`src/rtl/alu_sequencer_if.sv`:
```
//------------------------------------------------------------------------------
// Module : alu_sequencer_if
// Brief  : Request, operand, function-select and result bundle of the relay-ALU sequencer.
// Rev    : 1.0 - initial release
//------------------------------------------------------------------------------
`default_nettype none

interface alu_sequencer_if;
  logic       req_valid;
  logic       req_ready;
  logic [2:0] req_fn;
  logic       req_dest;
  logic [7:0] req_b;
  logic [7:0] req_c;
  logic [7:0] op_b;
  logic [7:0] op_c;
  logic       f1;
  logic       f2;
  logic       f3;
  logic [7:0] alu_out;
  logic       alu_carry;
  logic [7:0] result;
  logic       a_load;
  logic       d_load;
  logic       done;
  logic       flag_z;
  logic       flag_c;
  logic       flag_s;

  // Decode/datapath side: issues requests and returns the ALU result.
  modport master (
    output req_valid, req_fn, req_dest, req_b, req_c, alu_out, alu_carry,
    input  req_ready, op_b, op_c, f1, f2, f3, result, a_load, d_load, done,
           flag_z, flag_c, flag_s
  );

  // Sequencer side.
  modport slave (
    input  req_valid, req_fn, req_dest, req_b, req_c, alu_out, alu_carry,
    output req_ready, op_b, op_c, f1, f2, f3, result, a_load, d_load, done,
           flag_z, flag_c, flag_s
  );
endinterface

`default_nettype wire

```
`src/rtl/alu_sequencer.sv`:
```
//------------------------------------------------------------------------------
// Module : alu_sequencer
// Brief  : Sequences one relay-ALU operation per request: latch, settle, commit.
//          Optional macro ALU_FAST_NULL_EN lets a NULL op skip the settle phase.
// Rev    : 1.0 - initial release
//------------------------------------------------------------------------------
`default_nettype none

module alu_sequencer #(
  parameter int SETTLE_CYCLES = 4
) (
  input  logic            clk,
  input  logic            reset,
  alu_sequencer_if.slave  bus
);

  typedef enum logic [1:0] {
    IDLE   = 2'd0,
    SETTLE = 2'd1,
    COMMIT = 2'd2
  } state_t;

  localparam logic [3:0] c_settle_init = SETTLE_CYCLES[3:0];
  localparam logic [2:0] c_fn_add      = 3'b111;
  localparam logic [2:0] c_fn_inc      = 3'b011;

  state_t     r_state;
  logic [3:0] r_count;
  logic [2:0] r_fn;
  logic       r_dest;
  logic [7:0] r_op_b;
  logic [7:0] r_op_c;
  logic [7:0] r_result;
  logic       r_a_load;
  logic       r_d_load;
  logic       r_done;
  logic       r_flag_z;
  logic       r_flag_c;
  logic       r_flag_s;

  always_ff @(posedge clk) begin
    if (reset) begin
      r_state  <= IDLE;
      r_count  <= 4'd0;
      r_fn     <= 3'b000;
      r_dest   <= 1'b0;
      r_op_b   <= 8'd0;
      r_op_c   <= 8'd0;
      r_result <= 8'd0;
      r_a_load <= 1'b0;
      r_d_load <= 1'b0;
      r_done   <= 1'b0;
      r_flag_z <= 1'b0;
      r_flag_c <= 1'b0;
      r_flag_s <= 1'b0;
    end else begin
      case (r_state)
        IDLE: begin
          r_done   <= 1'b0;
          r_a_load <= 1'b0;
          r_d_load <= 1'b0;
          if (bus.req_valid) begin
            r_fn    <= bus.req_fn;
            r_op_b  <= bus.req_b;
            r_op_c  <= bus.req_c;
            r_dest  <= bus.req_dest;
            r_count <= c_settle_init;
`ifdef ALU_FAST_NULL_EN
            if (bus.req_fn == 3'b000) begin
              // Relays stay de-energised, so the result is known without settling.
              r_result <= 8'd0;
              r_flag_z <= 1'b1;
              r_flag_s <= 1'b0;
              r_flag_c <= 1'b0;
              r_done   <= 1'b1;
              r_a_load <= ~bus.req_dest;
              r_d_load <= bus.req_dest;
              r_state  <= COMMIT;
            end else begin
              r_state  <= SETTLE;
            end
`else
            r_state <= SETTLE;
`endif
          end
        end

        SETTLE: begin
          r_count <= r_count - 4'd1;
          if (r_count == 4'd1) begin
            r_result <= bus.alu_out;
            r_flag_z <= (bus.alu_out == 8'd0);
            r_flag_s <= bus.alu_out[7];
            // Carry is only meaningful for the adder-based functions.
            r_flag_c <= ((r_fn == c_fn_add) || (r_fn == c_fn_inc)) ? bus.alu_carry : 1'b0;
            r_done   <= 1'b1;
            r_a_load <= ~r_dest;
            r_d_load <= r_dest;
            r_state  <= COMMIT;
          end
        end

        COMMIT: begin
          r_done   <= 1'b0;
          r_a_load <= 1'b0;
          r_d_load <= 1'b0;
          r_fn     <= 3'b000;
          r_state  <= IDLE;
        end

        default: begin
          r_state <= IDLE;
        end
      endcase
    end
  end

  assign bus.req_ready = (r_state == IDLE);
  assign bus.f1        = r_fn[2];
  assign bus.f2        = r_fn[1];
  assign bus.f3        = r_fn[0];
  assign bus.op_b      = r_op_b;
  assign bus.op_c      = r_op_c;
  assign bus.result    = r_result;
  assign bus.a_load    = r_a_load;
  assign bus.d_load    = r_d_load;
  assign bus.done      = r_done;
  assign bus.flag_z    = r_flag_z;
  assign bus.flag_c    = r_flag_c;
  assign bus.flag_s    = r_flag_s;

endmodule

`default_nettype wire

```
`src/flat_wrapper.sv`:
```
// flat-port wrapper written by rule: the top's interface ports become plain ports
module alu_sequencer_flat 
#(
  parameter int SETTLE_CYCLES = 4
)
  (clk, reset, bus_req_valid, bus_req_fn, bus_req_dest, bus_req_b, bus_req_c, bus_alu_out, bus_alu_carry, bus_req_ready, bus_op_b, bus_op_c, bus_f1, bus_f2, bus_f3, bus_result, bus_a_load, bus_d_load, bus_done, bus_flag_z, bus_flag_c, bus_flag_s);
  alu_sequencer_if bus_i ();
  input  logic clk;
  input  logic reset;
  input wire logic [$bits(bus_i.req_valid)-1:0] bus_req_valid;
  input wire logic [$bits(bus_i.req_fn)-1:0] bus_req_fn;
  input wire logic [$bits(bus_i.req_dest)-1:0] bus_req_dest;
  input wire logic [$bits(bus_i.req_b)-1:0] bus_req_b;
  input wire logic [$bits(bus_i.req_c)-1:0] bus_req_c;
  input wire logic [$bits(bus_i.alu_out)-1:0] bus_alu_out;
  input wire logic [$bits(bus_i.alu_carry)-1:0] bus_alu_carry;
  output wire logic [$bits(bus_i.req_ready)-1:0] bus_req_ready;
  output wire logic [$bits(bus_i.op_b)-1:0] bus_op_b;
  output wire logic [$bits(bus_i.op_c)-1:0] bus_op_c;
  output wire logic [$bits(bus_i.f1)-1:0] bus_f1;
  output wire logic [$bits(bus_i.f2)-1:0] bus_f2;
  output wire logic [$bits(bus_i.f3)-1:0] bus_f3;
  output wire logic [$bits(bus_i.result)-1:0] bus_result;
  output wire logic [$bits(bus_i.a_load)-1:0] bus_a_load;
  output wire logic [$bits(bus_i.d_load)-1:0] bus_d_load;
  output wire logic [$bits(bus_i.done)-1:0] bus_done;
  output wire logic [$bits(bus_i.flag_z)-1:0] bus_flag_z;
  output wire logic [$bits(bus_i.flag_c)-1:0] bus_flag_c;
  output wire logic [$bits(bus_i.flag_s)-1:0] bus_flag_s;
  assign bus_i.req_valid = bus_req_valid;
  assign bus_i.req_fn = bus_req_fn;
  assign bus_i.req_dest = bus_req_dest;
  assign bus_i.req_b = bus_req_b;
  assign bus_i.req_c = bus_req_c;
  assign bus_i.alu_out = bus_alu_out;
  assign bus_i.alu_carry = bus_alu_carry;
  assign bus_req_ready = bus_i.req_ready;
  assign bus_op_b = bus_i.op_b;
  assign bus_op_c = bus_i.op_c;
  assign bus_f1 = bus_i.f1;
  assign bus_f2 = bus_i.f2;
  assign bus_f3 = bus_i.f3;
  assign bus_result = bus_i.result;
  assign bus_a_load = bus_i.a_load;
  assign bus_d_load = bus_i.d_load;
  assign bus_done = bus_i.done;
  assign bus_flag_z = bus_i.flag_z;
  assign bus_flag_c = bus_i.flag_c;
  assign bus_flag_s = bus_i.flag_s;
  alu_sequencer #(.SETTLE_CYCLES(SETTLE_CYCLES)) u_core (.clk(clk), .reset(reset), .bus(bus_i));
endmodule
```
`config.mk`:
```
export PLATFORM = sky130hd
export DESIGN_NAME = alu_sequencer_flat
export DESIGN_NICKNAME = d
export VERILOG_FILES = /design/src/rtl/alu_sequencer_if.sv /design/src/rtl/alu_sequencer.sv /design/src/flat_wrapper.sv
export SDC_FILE = /design/constraint.sdc
export NUM_CORES = 1
export LEC_CHECK = 0
export BUFFER_PORTS_ARGS = -buffer_cell sky130_fd_sc_hd__buf_2
export CORE_MARGIN = 5
export CORE_UTILIZATION = 50
export CTS_BUF_LIST = sky130_fd_sc_hd__clkbuf_16
export DETAILED_ROUTE_END_ITERATION = 8
export PLACE_DENSITY_LB_ADDON = 0.2
export SYNTH_ARGS = -nofsm -noshare
export SYNTH_HDL_FRONTEND = slang
export SYNTH_SLANG_ARGS = --single-unit
```
`constraint.sdc`:
```
create_clock -name clk -period 2.46 [get_ports clk]
set_input_delay 0.492 -clock clk [delete_from_list [all_inputs] [get_ports clk]]
set_output_delay 0.492 -clock clk [all_outputs]
set_load 0.005 [all_outputs]
```
==> impl_metrics.json <==
{
  "status": "finished, final reports clean",
  "fmax_mhz": 642,
  "maxSlewViolCount": 0,
  "synth-edff-count": 0,
  "ys_ff_latch": 39,
  "place_congestion": 0.707,
  "synth_simple_gate_area_share_pct": 19.7,
  "cts_tree": "done",
  "ir_worst_vdd_mv": 0.389,
  "numPortBuffers": 65,
  "clkTransAtPathRegs_ns": 0.06,
  "boundaryPins": 66,
  "ys.flop_type": "dfxtp_1",
  "synth_seq_area_share_pct": 50.5,
  "hold_class": "reg -> reg",
  "layout_worst_path_cycle_share_pct": 63.3,
  "syn_avg_cell_area_um2": 8.54,
  "ant_nets": 0,
  "firstDrtPassIters": 4,
  "root_buffer": "clkbuf_16",
  "power.density_nw_per_um2": 821,
  "synth_compound_area_share_pct": 19.9,
  "synth_top_family_by_area": "compound AO/OA/AOI/OAI gates",
  "cts_hold_buffers": 0,
  "synth_xor_area_share_pct": 0,
  "p_comb_share_pct": 9.9,
  "finalSetupTns_ns": 0,
  "max-slew-margin-rel_pct": 62.6,
  "worstSetupEndpointType": "primary output",
  "p_clk_share_pct": 48.8,
  "fp.dieArea_um2": 4300,
  "grt_overflow": 0,
  "die_y_um": 65.6,
  "grt_pass1_wl_mm": 6.04,
  "yosys-top-cells-count": "dfxtp_1 (39), nand2_1 (38), a21oi_1 (28), o21ai_0 (11), nand3_1 (9)",
  "wl_per_cell_um": 13.6,
  "drt-initial-drc-count": 90,
  "synth_most_common_cell": "dfxtp_1",
  "synth_nets": 215,
  "track_usage_pct": 18.2,
  "postCtsSetupRepairBufs": 0,
  "synth_mux_area_share_pct": 0.648,
  "hold_viol_final": 0,
  "antenna_found_initial": 0,
  "cts.htree.levels": 2,
  "initial_utilization_pct": 51.5,
  "areaGrowthSynthToFinish_pct": 31.0,
  "dp_hpwl_mm": 2.58,
  "synth_area_leader_cell": "dfxtp_1",
  "dp.cells": 267,
  "cts_buffer_depth": 2,
  "p_sw_mw": 0.350,
  "clk_latency_ns": 0.27,
  "synth_top_area_share_pct": 50.5,
  "die_w_um": 65.6,
  "wirelength_mm": 3.73,
  "grt_pass1_vias": 1344,
  "post_cts_resized": 0,
  "path_class": "reg -> out",
  "start_kind": "flop",
  "p_leak_nw": 0.922,
  "numCtsBuffers": 5,
  "fin_area_um2": 2020,
  "dpl_cell_area_um2": 1840,
  "required_ns": 1.97,
  "netlist_instances": 181,
  "clock_sinks": 39,
  "fin_ws_ns": 0.902,
  "fin_cells": 275,
  "antenna_cells": 0,
  "period_minus_slack_ns": 1.56,
  "core_area_um2": 3000,
  "postSynth.asyncResetShare_pct": 0,
  "cap_violations": 0,
  "nFillCells": 276,
  "seq_power_share_pct": 41.3,
  "pre_cts_ws_ns": 0.899,
  "p_sw_share_pct": 21.0,
  "p_int_mw": 1.31,
  "setup_viol": 0,
  "critPathArrivalTime_ns": 1.07,
  "path_max_fanout": 12,
  "synth_fa_ha_area_share_pct": 1.62,
  "ys_warn_count": 0,
  "grt_max_degree": 22,
  "final_layout_size_suffix_gt1_share_pct": 31.8,
  "drc": 0,
  "worst_pin_slew_ns": 0.562,
  "synthTopCellsByArea": "dfxtp_1 (51%), nand2_1 (9.2%), a21oi_1 (9.1%), o21ai_0 (3.6%), nand3_1 (2.9%)",
  "vias": 1465,
  "rsz0062_at_grt": "false",
  "synth_cell_type_count": 32,
  "viasPerCell": 5.33,
  "row_count": 20,
  "finalClockSkew_ns": 0.00375,
  "fin_nets": 275,
  "netlist_area_um2": 1550
}
-- sequential cells by signal (all words and copies together), names as in the netlist --
register           count
u_core.bus.a_load      1
u_core.bus.d_load      1
u_core.bus.done        1
u_core.bus.flag_c      1
u_core.bus.flag_z      1
u_core.bus.op_b        8
u_core.bus.op_c        8
u_core.bus.result      8
u_core.r_count         4
u_core.r_dest          1
u_core.r_fn            3
u_core.r_state         2
-- area by class of cell --
class	count	area, µm²	share of cell area, %
repair buffers	68	348	17.2
multi-input cells	122	647	32.0
flip-flops and latches	39	781	38.6
clock inverters	3	63.8	3.15
well taps	33	41.3	2.04
inverters	5	18.8	0.927
clock buffers	5	125	6.18
-- per-stage QoR --
step / hold WS [ns] / utilization (%) / power [mW]
final: 0.449 / 67.4 / 1.66
after detailed placement: 0.443 / 61.1 / 0.862
after global routing: 0.448 / 67.4 / 1.73
after CTS: 0.448 / 67.4 / 1.67
after global placement: 0.439 / 61.1 / 0.859
after floorplan: 0.443 / - / 0.800
-- per-layer routing --
layer	GRT usage [%]	up-vias	routed length, µm
li1	-	745	-
met1	23.0	664	1720
met2	28.3	52	1650
met3	6.32	4	304
met4	6.99	0	51
met5	0	-	0
-- cells by family after synthesis --
group                    count (synthesis)
AND/OR/NAND/NOR                         66
AO/OA/AOI/OAI                           53
flip-flops                              39
buffers and inverters                   20
adder cells (fa/ha/maj)                  2
multiplexers                             1
-- worst max-delay path, cell delays in order, from the launching register on --
cell     delay [ns]
dfxtp_1        0.56
nor2_1         0.09
buf_2          0.14
-- final timing paths --
| kind | cells past startpoint | from | end | slack [ns] |
|---|---|---|---|---|
| setup reg to reg | 3 | u_core.r_state[0] | u_core.bus.flag_z | 0.92 |
| hold / removal | 2 | u_core.bus.op_b[6] | u_core.bus.op_b[6] | 0.45 |
| setup / recovery | 2 | u_core.r_state[0] | bus_req_ready | 0.90 |
| hold reg to reg | 2 | u_core.bus.op_b[6] | u_core.bus.op_b[6] | 0.45 |
-- cell usage in the layout (no fill, tap or decap), types with 2 or more instances in the layout --
cell type	count
o21bai_1	2
nor4_1	2
nand3_1	9
clkbuf_16	5
buf_2	65
o21ai_0	11
bufinv_16	2
nor2_1	8
inv_1	6
nand2_1	38
o2111ai_1	2
dfxtp_1	39
o31ai_1	2
a22oi_1	3
ha_1	2
a21oi_1	28
buf_4	3
-- power groups by stage --
| stage | clock network, mW | registers (mW) | logic (mW) |
|---|---|---|---|
| after global placement | 0 | 0.699 | 0.160 |
| after global routing | 0.858 | 0.691 | 0.183 |
| final | 0.812 | 0.686 | 0.164 |
| after detailed placement | 0 | 0.699 | 0.163 |
| after CTS | 0.823 | 0.686 | 0.165 |
| after floorplan | 0 | 0.695 | 0.105 |
(Power assumes the default switching activity.)
